--- src/rtl/wts_channel_reader.sv ---
// wts_channel_reader
//   Time-division wave-table reader. On every sample tick it walks channels
//   0..CH_NUM-1, one per cycle: it presents the channel's wave RAM address,
//   advances that channel's phase, and one cycle later scales the returned
//   byte by the channel volume. Outside a frame it forwards CPU wave writes
//   into the same single-port RAM.
//
//   Optional: define WTS_READER_MIX_EN to add mix_valid/mix_out, the sum of
//   all channel samples of a frame, presented the cycle after DRAIN.
//
// Ports
//   clk, reset           clock, asynchronous active-high reset
//   tick                 one-cycle frame start pulse
//   ch_key_on/freq/vol   packed per-channel controls (sampled when used)
//   cpu_wr_req/a/d/ack   CPU wave write handshake (req held until ack)
//   sram_we/a/d, sram_q  wave RAM port (q is valid one cycle after a read)
//   sample_valid/ch/out  one strobe per channel result, 12-bit signed
//   mix_valid/mix_out    frame mix (WTS_READER_MIX_EN only)
module wts_channel_reader #(
  parameter int CH_NUM = 5,
  parameter int FREQ_W = 12
) (
  input  logic                     clk,
  input  logic                     reset,
  input  logic                     tick,
  input  logic [CH_NUM-1:0]        ch_key_on,
  input  logic [CH_NUM*FREQ_W-1:0] ch_freq,
  input  logic [CH_NUM*4-1:0]      ch_vol,
  input  logic                     cpu_wr_req,
  input  logic [9:0]               cpu_wr_a,
  input  logic [7:0]               cpu_wr_d,
  output logic                     cpu_wr_ack,
  output logic                     sram_we,
  output logic [9:0]               sram_a,
  output logic [7:0]               sram_d,
  input  logic [7:0]               sram_q,
  output logic                     sample_valid,
  output logic [2:0]               sample_ch,
`ifdef WTS_READER_MIX_EN
  output logic                     mix_valid,
  output logic [14:0]              mix_out,
`endif
  output logic [11:0]              sample_out
);

  typedef enum logic [1:0] {IDLE, ISSUE, DRAIN} state_t;

  state_t            r_state;
  logic [2:0]        r_ch;
  logic [6:0]        r_ptr [CH_NUM];
  logic [FREQ_W-1:0] r_cnt [CH_NUM];
  logic              r_pend;
  logic              r_ack, r_we;
  logic [9:0]        r_a;
  logic [7:0]        r_d;
  logic              r_vld, r_kon;
  logic [2:0]        r_sch;

  logic [2:0]         w_nxt_ch;
  logic [6:0]         w_nxt_ptr;
  logic               w_kon;
  logic [3:0]         w_vol;
  logic               w_frame_go, w_wr_go;
  logic signed [12:0] w_q_ext, w_v_ext, w_prod;
  logic [11:0]        w_samp;

  assign w_nxt_ch = r_ch + 3'd1;

  always_comb begin
    w_nxt_ptr = '0;
    w_kon     = 1'b0;
    w_vol     = '0;
    for (int i = 0; i < CH_NUM; i++) begin
      if (w_nxt_ch == 3'(i)) w_nxt_ptr = r_ptr[i];
      if (r_ch == 3'(i))     w_kon     = ch_key_on[i];
      if (r_sch == 3'(i))    w_vol     = ch_vol[i*4 +: 4];
    end
  end

  // DRAIN takes the IDLE decision itself, so a pending tick starts the next
  // frame, or a waiting CPU write is acked, in the cycle right after DRAIN.
  assign w_frame_go = ((r_state == IDLE) || (r_state == DRAIN)) && (tick || r_pend);
  // r_ack guard: req is still high in the cycle the ack is visible.
  assign w_wr_go    = ((r_state == DRAIN) || ((r_state == IDLE) && !r_ack)) &&
                      cpu_wr_req && !w_frame_go;

  // Result stage: RAM data arrives the cycle after ISSUE.
  assign w_q_ext = {{5{sram_q[7]}}, sram_q};
  assign w_v_ext = {9'd0, w_vol};
  assign w_prod  = w_q_ext * w_v_ext;
  assign w_samp  = (r_vld && r_kon) ? w_prod[11:0] : 12'd0;

  always_ff @(posedge clk or posedge reset) begin
    if (reset) begin
      r_state <= IDLE;
      r_ch    <= '0;
      r_pend  <= 1'b0;
      r_ack   <= 1'b0;
      r_we    <= 1'b0;
      r_a     <= '0;
      r_d     <= '0;
      r_vld   <= 1'b0;
      r_kon   <= 1'b0;
      r_sch   <= '0;
      for (int i = 0; i < CH_NUM; i++) begin
        r_ptr[i] <= '0;
        r_cnt[i] <= '0;
      end
    end else begin
      r_ack <= 1'b0;
      r_we  <= 1'b0;
      r_vld <= 1'b0;
      case (r_state)
        IDLE, DRAIN: begin
          if (w_frame_go) begin
            r_state <= ISSUE;
            r_ch    <= '0;
            r_pend  <= 1'b0;
            r_a     <= {3'd0, r_ptr[0]};
          end else begin
            r_state <= IDLE;
            if (w_wr_go) begin
              r_ack <= 1'b1;
              r_we  <= ({1'b0, cpu_wr_a} < 11'(CH_NUM*128));
              r_a   <= cpu_wr_a;
              r_d   <= cpu_wr_d;
            end
          end
        end
        ISSUE: begin
          if (tick) r_pend <= 1'b1;  // one deep: later ticks merge
          r_vld <= 1'b1;
          r_sch <= r_ch;
          r_kon <= w_kon;
          if (r_ch == 3'(CH_NUM-1)) begin
            r_state <= DRAIN;
            r_a     <= '0;
          end else begin
            r_ch <= w_nxt_ch;
            r_a  <= {w_nxt_ch, w_nxt_ptr};
          end
          // Address for this channel was built from the pre-update ptr.
          for (int i = 0; i < CH_NUM; i++) begin
            if (r_ch == 3'(i)) begin
              if (!ch_key_on[i]) begin
                r_ptr[i] <= '0;
                r_cnt[i] <= ch_freq[i*FREQ_W +: FREQ_W];
              end else if (r_cnt[i] == '0) begin
                r_cnt[i] <= ch_freq[i*FREQ_W +: FREQ_W];
                r_ptr[i] <= r_ptr[i] + 7'd1;
              end else begin
                r_cnt[i] <= r_cnt[i] - FREQ_W'(1);
              end
            end
          end
        end
        default: r_state <= IDLE;
      endcase
    end
  end

  assign cpu_wr_ack   = r_ack;
  assign sram_we      = r_we;
  assign sram_a       = r_a;
  assign sram_d       = r_d;
  assign sample_valid = r_vld;
  assign sample_ch    = r_sch;
  assign sample_out   = w_samp;

`ifdef WTS_READER_MIX_EN
  logic signed [14:0] r_acc, r_mix;
  logic               r_mixv;
  logic signed [14:0] w_samp_ext;

  assign w_samp_ext = {{3{w_samp[11]}}, w_samp};

  // Last channel's result is on sample_out during DRAIN; fold it in there.
  always_ff @(posedge clk or posedge reset) begin
    if (reset) begin
      r_acc  <= '0;
      r_mix  <= '0;
      r_mixv <= 1'b0;
    end else begin
      r_mixv <= 1'b0;
      if (r_state == DRAIN) begin
        r_mixv <= 1'b1;
        r_mix  <= r_acc + w_samp_ext;
        r_acc  <= '0;
      end else if (w_frame_go) begin
        r_acc <= '0;
      end else if (r_vld) begin
        r_acc <= r_acc + w_samp_ext;
      end
    end
  end

  assign mix_valid = r_mixv;
  assign mix_out   = r_mix;
`endif

endmodule

--- config.mk ---
export PLATFORM = sky130hd
export DESIGN_NAME = wts_channel_reader
export DESIGN_NICKNAME = d
export VERILOG_FILES = /design/src/rtl/wts_channel_reader.sv
export SDC_FILE = /design/constraint.sdc
export NUM_CORES = 1
export LEC_CHECK = 0
export ABC_AREA = 0
export CAP_MARGIN = 15
export CORE_ASPECT_RATIO = 0.7
export CORE_UTILIZATION = 30
export CTS_BUF_LIST = sky130_fd_sc_hd__clkbuf_8
export DETAILED_ROUTE_END_ITERATION = 6
export GPL_ROUTABILITY_DRIVEN = 0
export GPL_TIMING_DRIVEN = 1
export SYNTH_ARGS = -nofsm -noshare
export SYNTH_HDL_FRONTEND = slang
export SYNTH_SLANG_ARGS = --single-unit
--- constraint.sdc ---
create_clock -name clk -period 4.9 [get_ports clk]
set_input_delay 0.735 -clock clk [delete_from_list [all_inputs] [get_ports clk]]
set_output_delay 0.735 -clock clk [all_outputs]
set_load 0.05 [all_outputs]
# After elaboration in Yosys (flattened, before gate mapping)
# Index checks and enable logic that the tools add are counted.
dict set report word_totals {
  regBits 126
  latchBits 0
  ramBits 0
  mem_bits_ro 0
  output_inout_bits 36
  wordCells 149
  mem_count 0
}
dict set report classes {
  addsub 11
  multipliers 1
  div 0
  n_lt_le_gt_ge 1
  n_eq_ne 24
  shifts 0
  n_mux 56
  bitwise_logic 1
  n_reduce_logical 35
}
# op count
set ops {}
lappend ops {{2-to-1 mux 12 bit} 11}
lappend ops {{2-to-1 mux 7 bit} 15}
lappend ops {{logical NOT 12 bit} 5}
lappend ops {{subtractor 12 x 1 -> 12 bit (second input constant)} 5}
lappend ops {{adder 7 x 1 -> 7 bit (second input constant)} 5}
lappend ops {{2-to-1 mux 10 bit} 3}
lappend ops {{AND reduction 3 bit} 8}
lappend ops {{2-to-1 mux 4 bit} 5}
lappend ops {{one-hot mux 10 bit (2 select lines)} 1}
lappend ops {{== test 3 x 2 -> 1 bit (second input constant)} 6}
lappend ops {{2-to-1 mux 1 bit} 15}
lappend ops {{multiplier 8 x 5 -> 12 bit} 1}
lappend ops {{AND reduction 2 bit} 6}
lappend ops {{< comparator 10 bit (second input constant)} 1}
lappend ops {{inequality test 2 x 1 -> 1 bit (second input constant)} 5}
lappend ops {{== test 3 x 1 -> 1 bit (second input constant)} 3}
lappend ops {{== test 3 bit (second input constant)} 3}
lappend ops {{logical NOT 3 bit} 3}
lappend ops {{inequality test 2 bit (second input constant)} 4}
lappend ops {{2-to-1 mux 3 bit} 2}
lappend ops {{one-hot mux 3 bit (2 select lines)} 1}
lappend ops {{logical AND 1 bit} 5}
lappend ops {{one-hot mux 2 bit (2 select lines)} 1}
lappend ops {{adder 3 x 1 -> 3 bit (second input constant)} 1}
lappend ops {{other kinds (11)} 14}

# Depth between registers and ports, before layout
dict set report depth {
  ltp_word 9
  mapped_depth 18
  ltp_nobuf 17
}

# Worst setup path after synthesis
# OpenSTA, ideal clock, no wires.
dict set report synth_path {
  kind {reg-to-output}
  startpoint {reg r_sch[1], in the netlist sample_ch[1]}
  endpoint {out sample_out[11]}
  arrival_ns 5.664
  required_time_ns 4.165
  path_slack_ns -1.499
  path_stages_with_launch 18
  n_path_buf 1
  cell_sequence {dfrtp_1 > clkbuf_1 > mux2_2 > o32ai_1 > inv_1 > and2_1 > ha_1 > fa_1 > inv_1 > fa_1 > inv_1 > ha_1 > nor3_1 > o221ai_1 > a41o_1 > xnor2_1 > and3_1 > nor3_1}
}
dict set report synth_via {
  elab_chain_len 8
  word_cells_on_any_way 12
  classes_between {mul: 1; eq/ne: 4; mux: 6; reduce/logical: 1}
}
# element line_no
set synth_rtl {}
lappend synth_rtl {{start: declaration} 57} ;# logic [2:0] r_sch;
lappend synth_rtl {{start signal: assignment} 133} ;# r_sch <= r_ch;
lappend synth_rtl {{logical NOT 3 bit} 76} ;# if (r_sch == 3'(i)) w_vol = ch_vol[i*4 +: 4];
lappend synth_rtl {{2-to-1 mux 4 bit (4 in a row)} 76}
lappend synth_rtl {{2-to-1 mux 4 bit *} 76}
lappend synth_rtl {{multiplier 8 x 5 -> 12 bit *} 90} ;# assign w_prod = w_q_ext * w_v_ext;
lappend synth_rtl {{2-to-1 mux 12 bit *} 91} ;# assign w_samp = (r_vld && r_kon) ? w_prod[11:0] : 12'd0;
lappend synth_rtl {{end: declaration} 43} ;# output logic [11:0] sample_out
# Every way passes the cells marked *; elsewhere a longest branch is shown, timed or not.

# Worst setup path in the final report
dict set report layout_path {
  startpoint {in ch_vol[3]}
  endpoint {out sample_out[11]}
}
dict set report layout_via {
  elab_chain_len 7
}
# element line_no
set layout_rtl {}
lappend layout_rtl {{start: declaration} 28} ;# input logic [CH_NUM*4-1:0] ch_vol,
lappend layout_rtl {{2-to-1 mux 4 bit (5 in a row)} 76}
lappend layout_rtl {{multiplier 8 x 5 -> 12 bit} 90}
lappend layout_rtl {{2-to-1 mux 12 bit} 91}
# No other way between the ends.

==> results.json <==
{
  "drt_iter0_drc": 540,
  "numCtsBuffers": 17,
  "synthToLayoutAreaGrowth_pct": 36.8,
  "clk_path_buf_depth": 2,
  "mostFrequentLayoutCell": "nand2_1",
  "syn_area_sq_um": 8670,
  "yosysTopAreaCell": "dfrtp_1",
  "slew_headroom_pct": 21.0,
  "period_share_pct": 108,
  "yosysTopAreaCellShare_pct": 36.4,
  "maxCapViolCount": 0,
  "dpl_cell_area_sq_um": 11000,
  "viasPerCell": 5.08,
  "crit_type": "input pin to output port",
  "coreArea_sq_um": 28100,
  "dp_hpwl_um": 18100,
  "pwr-share-clk_pct": 11.4,
  "cts_tree": "done",
  "p_seq_share_pct": 21.0,
  "post-route-drc-count": 0,
  "yosysUniqueCellTypes": 63,
  "ys.flop_type": "dfrtp_1",
  "start_util_pct": 30.9,
  "grt_overflow_total": 0,
  "fp.dieW_um": 205,
  "layout-drive-gt1-share_pct": 14.6,
  "hold_viol": 0,
  "crit_fanout": 4,
  "hold_path_class": "register to register",
  "grt_max_degree": 66,
  "row_count": 51,
  "grt_pass1_wl_um": 40100,
  "worst_pin_slew_ns": 1.18,
  "combPwrFrac_pct": 67.7,
  "n_fill_cell": 2810,
  "swShare_pct": 47.0,
  "root_buffer": "clkbuf_8",
  "grt_pass1_vias": 7785,
  "outcome": "finished with violations",
  "ys_ff_latch": 126,
  "synth_area_leaders": "dfrtp_1 (36%), o21ai_0 (7.5%), nand2_1 (6.6%), ha_1 (6.1%), a21oi_1 (5.1%)",
  "synth_edf_count": 0,
  "final_cells": 1632,
  "wl_per_cell_um": 15.4,
  "ant_nets": 0,
  "final_util_pct": 42.2,
  "yosysSeqAreaShare_pct": 36.4,
  "p_switching_uw": 4180,
  "antenna_found_initial": 0,
  "cts_max_level": 4,
  "stdcell_area_sq_um": 11900,
  "synth_nets": 1248,
  "fp.dieArea_sq_um": 29600,
  "fmax_ghz": 0.189,
  "fin_hold_ws_ns": 0.478,
  "syn_area_per_cell_sq_um": 8.07,
  "clock_latency_ns": 0.46,
  "ioPinCount": 151,
  "path_clk_slew_ns": 0.07,
  "start_kind": "input pin",
  "post-place-cells": 1588,
  "cp-end-kind": "output port",
  "antenna_cells": 0,
  "clock-sinks": 126,
  "p_int_uw": 4710,
  "final_max_slew_viol_count": 0,
  "violations": "setup timing",
  "dieHeight_um": 144,
  "final.setup.worst_slack_ns": -0.381,
  "p_leak_uw": 0.00499,
  "finClkSkew_ns": 0.0138,
  "gr-usage-all-layers_pct": 17.0,
  "cp.arrival_ns": 4.55,
  "drt-pass1-iter-count": 5,
  "fin_nets": 1423,
  "period_needed_ns": 5.28,
  "routed_wl_um": 25200,
  "ys.warnings.count": 0,
  "ir_drop_v": 0.000496,
  "cellPowerDensity_nw_per_um2": 750,
  "total_power_uw": 8890,
  "layout_common_cells": "nand2_1 (153), clkdlybuf4s50_1 (134), o21ai_0 (127)",
  "vias": 8285,
  "grt_setup_unrepaired": "true",
  "setup_viol": 7,
  "syn_inst": 1075,
  "critical_path_required_ns": 4.16,
  "synthArstFlopShare_pct": 100,
  "port-buffer-count": 150
}
[timing repair]
action	in CTS	in global routing
buffers inserted	8	7
pin swaps	33	52
gates resized for setup	38	37
setup endpoints to repair	8	8
hold buffers	0	0
[final timing paths]
check	to	slack, ns	cells past startpoint	start
worst max-delay path	sample_out[11]	-0.38	18	ch_vol[3]
worst min-delay path	sram_d[0]	0.48	2	sram_d[0]
worst max register to register	r_ptr[6]	1.61	8	r_ch[0]
worst min register to register	sram_d[0]	0.48	2	sram_d[0]
max in group asynchronous	sram_d[2]	3.22	3	reset
min in group asynchronous	r_cnt[27]	0.81	2	reset
[stage by stage]
step | worst slack, ns | TNS (ns)
final | -0.381 | -1.92
after global routing | -0.574 | -3.16
after CTS | -0.516 | -2.27
after detailed placement | -0.685 | -3.67
after global placement | -0.641 | -3.48
after floorplan | -0.151 | -0.154
[state kept, by name (all words and copies together), names as in the netlist]
| register | flops |
|---|---|
| cpu_wr_ack | 1 |
| r_ch | 3 |
| r_cnt | 60 |
| r_kon | 1 |
| r_pend | 1 |
| r_ptr | 35 |
| r_state | 2 |
| sample_ch | 3 |
| sample_valid | 1 |
| sram_a | 10 |
| sram_d | 8 |
| sram_we | 1 |
[cells in the mapped netlist, types with 4 or more instances]
master     count
a31oi_1       11
xnor2_1        7
nand3b_1       4
nor3_1        40
nand2b_1      11
a22oi_1        8
or3_1         11
or4_1          4
and2_1        14
nand3_1       22
ha_1          42
nand2_1      153
and3_1        11
dfrtp_1      126
nor2b_1       10
fa_1          16
o2bb2ai_1      6
xor2_1        14
mux2i_1        6
or2_2          4
a21o_1        12
nor3b_1        9
inv_1         63
nor4_1        11
nand4_1       14
nor2_1       108
a21oi_1       89
a211o_1        7
o21a_1         4
clkbuf_1      35
o31ai_1       10
o21ai_0      130
buf_2          7
o22a_1        10
[worst max-delay path, stage by stage]
cell,delay (ns)
dlygate4sd2_1,0.23
mux2_4,0.28
o32ai_4,0.31
buf_6,0.16
nor2_2,0.03
ha_1,0.30
fa_1,0.49
inv_1,0.05
fa_1,0.49
inv_2,0.05
ha_4,0.23
a21oi_4,0.18
o221ai_2,0.12
a41o_1,0.22
xnor2_2,0.15
and3_4,0.18
nor3_4,0.17
buf_12,0.17
[power by group through the flow]
stage | registers (uW) | logic [uW] | clock network [uW]
finish | 1870 | 6020 | 1010
global route | 1930 | 6560 | 1090
CTS | 1860 | 5650 | 1050
detailed placement | 1870 | 5140 | 0
global placement | 1870 | 5080 | 0
floorplan | 2060 | 3190 | 0
[logic make-up (layout without fill, tap and decap cells)]
family,after synthesis,count (layout),share of synthesized area [%]
adder cells (fa/ha/maj),58,58,9.75
XOR/XNOR,21,21,2.12
flip-flops,126,126,36.4
AO/OA/AOI/OAI,309,309,21.4
buffers and inverters,113,299,5.16
AND/OR/NAND/NOR,440,440,24.1
multiplexers,8,8,1.08
[layer usage]
layer  routed length, um  part of all wire (%)  track usage, %
met3                1440                   5.7            4.26
met5                   0                     0               0
met1               12300                    49            23.9
met4                 223                  0.89            3.86
met2               11200                    45            26.1
[cell type report]
type	instances	area, sq um	area share, %
clock buffers	19	262	2.20
clock inverters	11	168	1.41
inverters	65	249	2.10
multi-input cells	836	5510	46.4
flip-flops and latches	126	3160	26.6
well taps	371	464	3.91
repair buffers	204	2060	17.3
Power figures use the tool's default switching activity.
==> RTL edit 1, RTL diff (same flow settings) <==
Add an input register stage for `ch_key_on`, with the module's reset; this delays it by one clock. The other inputs are not delayed to match.
--- a/src/rtl/wts_channel_reader.sv
+++ b/src/rtl/wts_channel_reader.sv
@@ -46,4 +46,14 @@
   typedef enum logic [1:0] {IDLE, ISSUE, DRAIN} state_t;
 
+  logic [CH_NUM-1:0] ch_key_on_q;
+
+  always_ff @(posedge clk or posedge reset) begin
+    if (reset) begin
+      ch_key_on_q <= '0;
+    end else begin
+      ch_key_on_q <= ch_key_on;
+    end
+  end
+
   state_t            r_state;
   logic [2:0]        r_ch;
@@ -73,5 +83,5 @@
     for (int i = 0; i < CH_NUM; i++) begin
       if (w_nxt_ch == 3'(i)) w_nxt_ptr = r_ptr[i];
-      if (r_ch == 3'(i))     w_kon     = ch_key_on[i];
+      if (r_ch == 3'(i))     w_kon     = ch_key_on_q[i];
       if (r_sch == 3'(i))    w_vol     = ch_vol[i*4 +: 4];
     end
@@ -143,5 +153,5 @@
           for (int i = 0; i < CH_NUM; i++) begin
             if (r_ch == 3'(i)) begin
-              if (!ch_key_on[i]) begin
+              if (!ch_key_on_q[i]) begin
                 r_ptr[i] <= '0;
                 r_cnt[i] <= ch_freq[i*FREQ_W +: FREQ_W];
Check against the original RTL: not equivalent (a bounded check fails within 4 cycles, from zero or initial values and one cycle with reset high).
==> RTL edit 1 against the original RTL <==
The run still ends with setup timing left; utilization decreased by 1.2 points; worst hold slack lost 0.0078 ns; worst setup slack worse by 0.46 ns; non-clock buffer count fell by 11; cell area grew 0.98%; synthesized area grew 3.6%; die area up 3.6%; total power shrank 5.1%; clock skew is 0.0029 ns lower; routed wire length rose by 3.7%; sequential cell count is 5 higher; largest cell class unchanged; highest routed layer unchanged.
==> RTL edit 1: results (changes against the original RTL) <==
<table>
<tr><th>Metric</th><th>Value</th></tr>
<tr><th colspan="2">Drt</th></tr>
<tr><td>Post-Route WL</td><td>26.1 mm (+3.7%)</td></tr>
<tr><td>Vias</td><td>8,433 (+1.8%)</td></tr>
<tr><th colspan="2">Synthesis</th></tr>
<tr><td>Cell types occupying the most area after synthesis</td><td>dfrtp_1 36%, o21ai_0 5.9%, ha_1 5.8%, a21oi_1 4.6%, fa_1 3.6%</td></tr>
<tr><td>Compound-gate portion of the synthesized area</td><td>21.3% (-0.17 points)</td></tr>
<tr><td>Total nets after synthesis</td><td>1,216 (-2.6%)</td></tr>
<tr><td>Number of unique standard cell types used by synthesis</td><td>72 (+14%)</td></tr>
<tr><th colspan="2">Setup path</th></tr>
<tr><td>Worst Path Max Fanout</td><td>6 (+2)</td></tr>
<tr><td>R2R setup slack</td><td>1.65 ns (+0.04 ns)</td></tr>
<tr><td>Arrival time of the worst setup path</td><td>5.00 ns (+0.45 ns)</td></tr>
<tr><td>Reg2Reg Depth</td><td>7 (-1)</td></tr>
<tr><td>Largest stage delay on the critical path</td><td>0.53 ns (+0.04 ns)</td></tr>
<tr><th colspan="2">Global route</th></tr>
<tr><td>Overall fraction of global-route tracks in use</td><td>17.3% (+0.33 points)</td></tr>
<tr><td>Largest net degree at the start of global routing</td><td>107 (+62%)</td></tr>
<tr><td>Via count of the first global-routing pass</td><td>8,082 (+3.8%)</td></tr>
<tr><th colspan="2">Min path</th></tr>
<tr><td>Hold path startpoint</td><td>r_cnt[34]$_DFFE_PP0P_</td></tr>
<tr><td>Hold worst-path end</td><td>r_cnt[34]$_DFFE_PP0P_</td></tr>
<tr><td>Worst Hold Depth</td><td>1 (-1)</td></tr>
<tr><th colspan="2">Power and ir drop</th></tr>
<tr><td>Static leakage</td><td>4.92 nW (-1.4%)</td></tr>
<tr><td>Net switching power</td><td>3.94 mW (-5.7%)</td></tr>
<tr><th colspan="2">Run status</th></tr>
<tr><td>Violated checks</td><td>setup timing</td></tr>
<tr><td>Result of the run</td><td>finished with violations</td></tr>
<tr><th colspan="2">STA</th></tr>
<tr><td>Final-layout setup total negative slack</td><td>-4.24 ns (-2.32 ns)</td></tr>
<tr><td>Tightest slew margin relative to the limit</td><td>27.6% (+6.6 points)</td></tr>
<tr><td>Total setup violations reported at the end of the flow</td><td>8 (+1)</td></tr>
<tr><td>Final worst-path setup slack</td><td>-0.840 ns (-0.458 ns)</td></tr>
<tr><th colspan="2">Final layout</th></tr>
<tr><td>Share of post-route cells with drive strength above 1</td><td>13.9% (-0.69 points)</td></tr>
</table>
RTL edit 1: per-stage QoR:
step / power, mW / utilization (%)
6_report: 8.45 / 41.1
4_1_cts: 8.46 / 41.0
3_5_place_dp: 7.18 / 39.2
3_3_place_gp: 7.08 / 39.2
2_1_floorplan: 5.36 / -
5_1_grt: 9.11 / 41.1
RTL edit 1: repair_timing:
item | CTS | global route
setup endpoints to repair | 9 | 9
setup buffers | 6 | 2
hold buffers | 0 | 0
pin swaps | 27 | 9
hold endpoints to repair | 0 | 0
gates resized for setup | 31 | 5
RTL edit 1: layer usage:
layer,track usage (%),routed length (um),part of all wire (%)
met4,3.71,216,0.83
met2,25.7,11100,42
met5,0,0,0
met1,25.5,13200,50
met3,3.95,1660,6.4
RTL edit 1: layout make-up:
type | instances | area share, %
tap | 378 | 3.95
sequential | 131 | 27.4
inverter | 72 | 2.30
multi-input combinational | 788 | 46.6
clock buffer | 19 | 2.18
timing repair buffer | 193 | 16.2
clock inverter | 13 | 1.34
RTL edit 1: logic make-up after synthesis:
group,Yosys count
buffers and inverters,124
DFF,131
xor gates and xnor gates,15
muxes,18
adders and majority gates,58
and+or+nand+nor,391
AOI/OAI and AO/OA,306
RTL edit 1: worst max-delay path by stage:
stage / from / endpoint / slack [ns] / cells after the start
2_1_floorplan: sample_ch[0]$_DFFE_PP0P_ / sample_out[11] / -0.56 / 16
3_3_place_gp: ch_vol[15] / sample_out[11] / -1.03 / 17
3_5_place_dp: ch_vol[15] / sample_out[11] / -1.10 / 17
4_1_cts: sample_ch[0]$_DFFE_PP0P_ / sample_out[11] / -0.90 / 16
5_1_grt: sample_ch[0]$_DFFE_PP0P_ / sample_out[11] / -1.01 / 16
6_report: ch_vol[15] / sample_out[11] / -0.84 / 17
RTL edit 1: power by group through the flow:
stage	registers [mW]	logic [mW]	clock network, mW
floorplan	2.12	3.24	0
global placement	1.94	5.14	0
detailed placement	1.95	5.23	0
CTS	1.94	5.49	1.03
global route	2.01	6.03	1.07
finish	1.94	5.51	0.994
RTL edit 1: worst reg2reg max path, cell delays in order (launching register included):
cell      delay, ns
dfrtp_1        0.47
nand2b_1       0.48
inv_2          0.29
nand3_1        0.54
inv_2          0.51
nand2_1        0.20
or4_1          0.57
o21ai_1        0.12
==> RTL edit 2, RTL diff (same flow settings) <==
Made on the original files. The option `WTS_READER_MIX_EN` is turned on by a define.
--- a/src/rtl/wts_channel_reader.sv
+++ b/src/rtl/wts_channel_reader.sv
@@ -17,4 +17,6 @@
 //   sample_valid/ch/out  one strobe per channel result, 12-bit signed
 //   mix_valid/mix_out    frame mix (WTS_READER_MIX_EN only)
+`define WTS_READER_MIX_EN
+
 module wts_channel_reader #(
   parameter int CH_NUM = 5,
Formal check against the unedited RTL (old outputs only; new: mix_out and mix_valid): no difference found for any inputs over 4 cycles, from zero or initial values and one cycle with reset high; that may be too few to reach the edited logic, so the function may still have changed.
==> RTL edit 2 against the original RTL <==
The flow still finishes with violations (setup timing); synthesized area up 19%; cell area up 23%; sequential power up 24%; clock power about the same; total power up 18%; worst setup slack worse by 0.39 ns; routed wire length up 26%; sequential cell count up 31; critical path type is now in -> reg; largest power group unchanged.
==> RTL edit 2: results (changes against the original RTL) <==
<table>
<tr><th>Metric</th><th>Value</th></tr>
<tr><th colspan="2">Power and ir drop</th></tr>
<tr><td>Total internal power</td><td>5.53 mW (+17%)</td></tr>
<tr><th colspan="2">Drt</th></tr>
<tr><td>Met3 wire len</td><td>1.77 mm (+23%)</td></tr>
<tr><td>WL met2</td><td>14.1 mm (+25%)</td></tr>
<tr><td>Vias</td><td>9,938 (+20%)</td></tr>
<tr><td>First-iteration detailed-routing DRC count</td><td>640 (+19%)</td></tr>
<tr><td>Topmost layer with routed signal wires</td><td>met5</td></tr>
<tr><td>Post-Route WL</td><td>31.8 mm (+26%)</td></tr>
<tr><td>Metal-1 WL</td><td>15.4 mm (+25%)</td></tr>
<tr><th colspan="2">Global route</th></tr>
<tr><td>Overall fraction of global-route tracks in use</td><td>18.3% (+1.3 points)</td></tr>
<tr><td>Largest net degree at the start of global routing</td><td>81 (+23%)</td></tr>
<tr><td>Number of antenna violations at the first check in global routing</td><td>2 (+2)</td></tr>
<tr><td>Via count of the first global-routing pass</td><td>9,491 (+22%)</td></tr>
<tr><td>Met1 capacity usage during global routing</td><td>25.9% (+2.0 points)</td></tr>
<tr><th colspan="2">Setup path</th></tr>
<tr><td>R2R setup slack</td><td>-0.72 ns (-2.33 ns)</td></tr>
<tr><td>Reg2Reg Depth</td><td>27 (+19)</td></tr>
<tr><td>Critical Path Start</td><td>ch_vol[6]</td></tr>
<tr><td>Largest stage delay on the critical path</td><td>0.54 ns (+0.05 ns)</td></tr>
<tr><td>Arrival time of the worst setup path</td><td>6.09 ns (+1.54 ns)</td></tr>
<tr><td>Worst Path Max Fanout</td><td>6 (+2)</td></tr>
<tr><th colspan="2">Placement</th></tr>
<tr><td>Port Buffer Count</td><td>166 (+11%)</td></tr>
<tr><td>Worst slack after detailed placement</td><td>-1.36 ns (-0.672 ns)</td></tr>
<tr><th colspan="2">STA</th></tr>
<tr><td>Final worst clock skew</td><td>0.0205 ns (+0.00667 ns)</td></tr>
<tr><td>Total setup violations reported at the end of the flow</td><td>26 (+19)</td></tr>
<tr><td>Final worst-path setup slack</td><td>-0.772 ns (-0.391 ns)</td></tr>
<tr><th colspan="2">Final layout</th></tr>
<tr><td># nets final</td><td>1,678 (+18%)</td></tr>
<tr><th colspan="2">Run status</th></tr>
<tr><td>Violated checks</td><td>setup timing</td></tr>
<tr><td>Result of the run</td><td>finished with violations</td></tr>
<tr><th colspan="2">Synthesis</th></tr>
<tr><td>Register area share after synthesis</td><td>38.0% (+1.7 points)</td></tr>
<tr><td>Total nets after synthesis</td><td>1,435 (+15%)</td></tr>
<tr><td>Commonest cells post-synth</td><td>169 x nand2_1, 157 x dfrtp_1, 151 x nor2_1</td></tr>
</table>
## RTL edit 2: area by class of cell
class,instances,area [um2]
diodes,1,2.50
clock buffers,20,275
clock inverters,12,121
fillers,3292,19100
inverters,73,280
multi-input cells,969,6700
flip-flops and latches,157,3930
well taps,464,581
repair buffers,275,2670
## RTL edit 2: stage by stage
stage                     instance area, um2  power, mW  TNS [ns]  instances  hold WS, ns
after global routing                   14600       11.3    -17.32       1970        0.496
after global placement                 13300       8.17    -24.62       1908        0.459
after CTS                              14200       10.0    -10.28       1962        0.484
after detailed placement               13300       8.29    -27.53       1908        0.461
after floorplan                        10500       6.14     -7.41       1250        0.442
final                                  14600       10.5    -12.71       1971        0.481
## RTL edit 2: critical path: cells and delay by family
| family | cells | cell delay, ns |
|---|---|---|
| buffers and inverters | 4 | 0.63 |
| adders and majority gates | 5 | 1.79 |
| xor gates and xnor gates | 1 | 0.26 |
| and+or+nand+nor | 7 | 1.06 |
| AOI/OAI and AO/OA | 9 | 1.60 |
## RTL edit 2: kinds of logic after synthesis
family,after synthesis,share of synthesized area [%]
flip-flops,157,38.0
adder cells (fa/ha/maj),70,9.72
multiplexers,21,2.39
AO/OA/AOI/OAI,317,18.5
AND/OR/NAND/NOR,522,23.1
buffers and inverters,124,4.76
XOR/XNOR,39,3.44
## RTL edit 2: power groups by stage
| stage | combinational, mW | sequential, mW | clock (mW) |
|---|---|---|---|
| after global placement | 5.87 | 2.30 | 0 |
| after detailed placement | 5.97 | 2.32 | 0 |
| after CTS | 6.68 | 2.30 | 1.05 |
| after floorplan | 3.47 | 2.67 | 0 |
| final | 7.21 | 2.31 | 1.01 |
| after global routing | 7.83 | 2.39 | 1.11 |
## RTL edit 2: timing repair
action	CTS	global route
endpoints found under the setup margin	27	29
buffers inserted	32	13
resized for setup	76	60
pin swaps	55	58
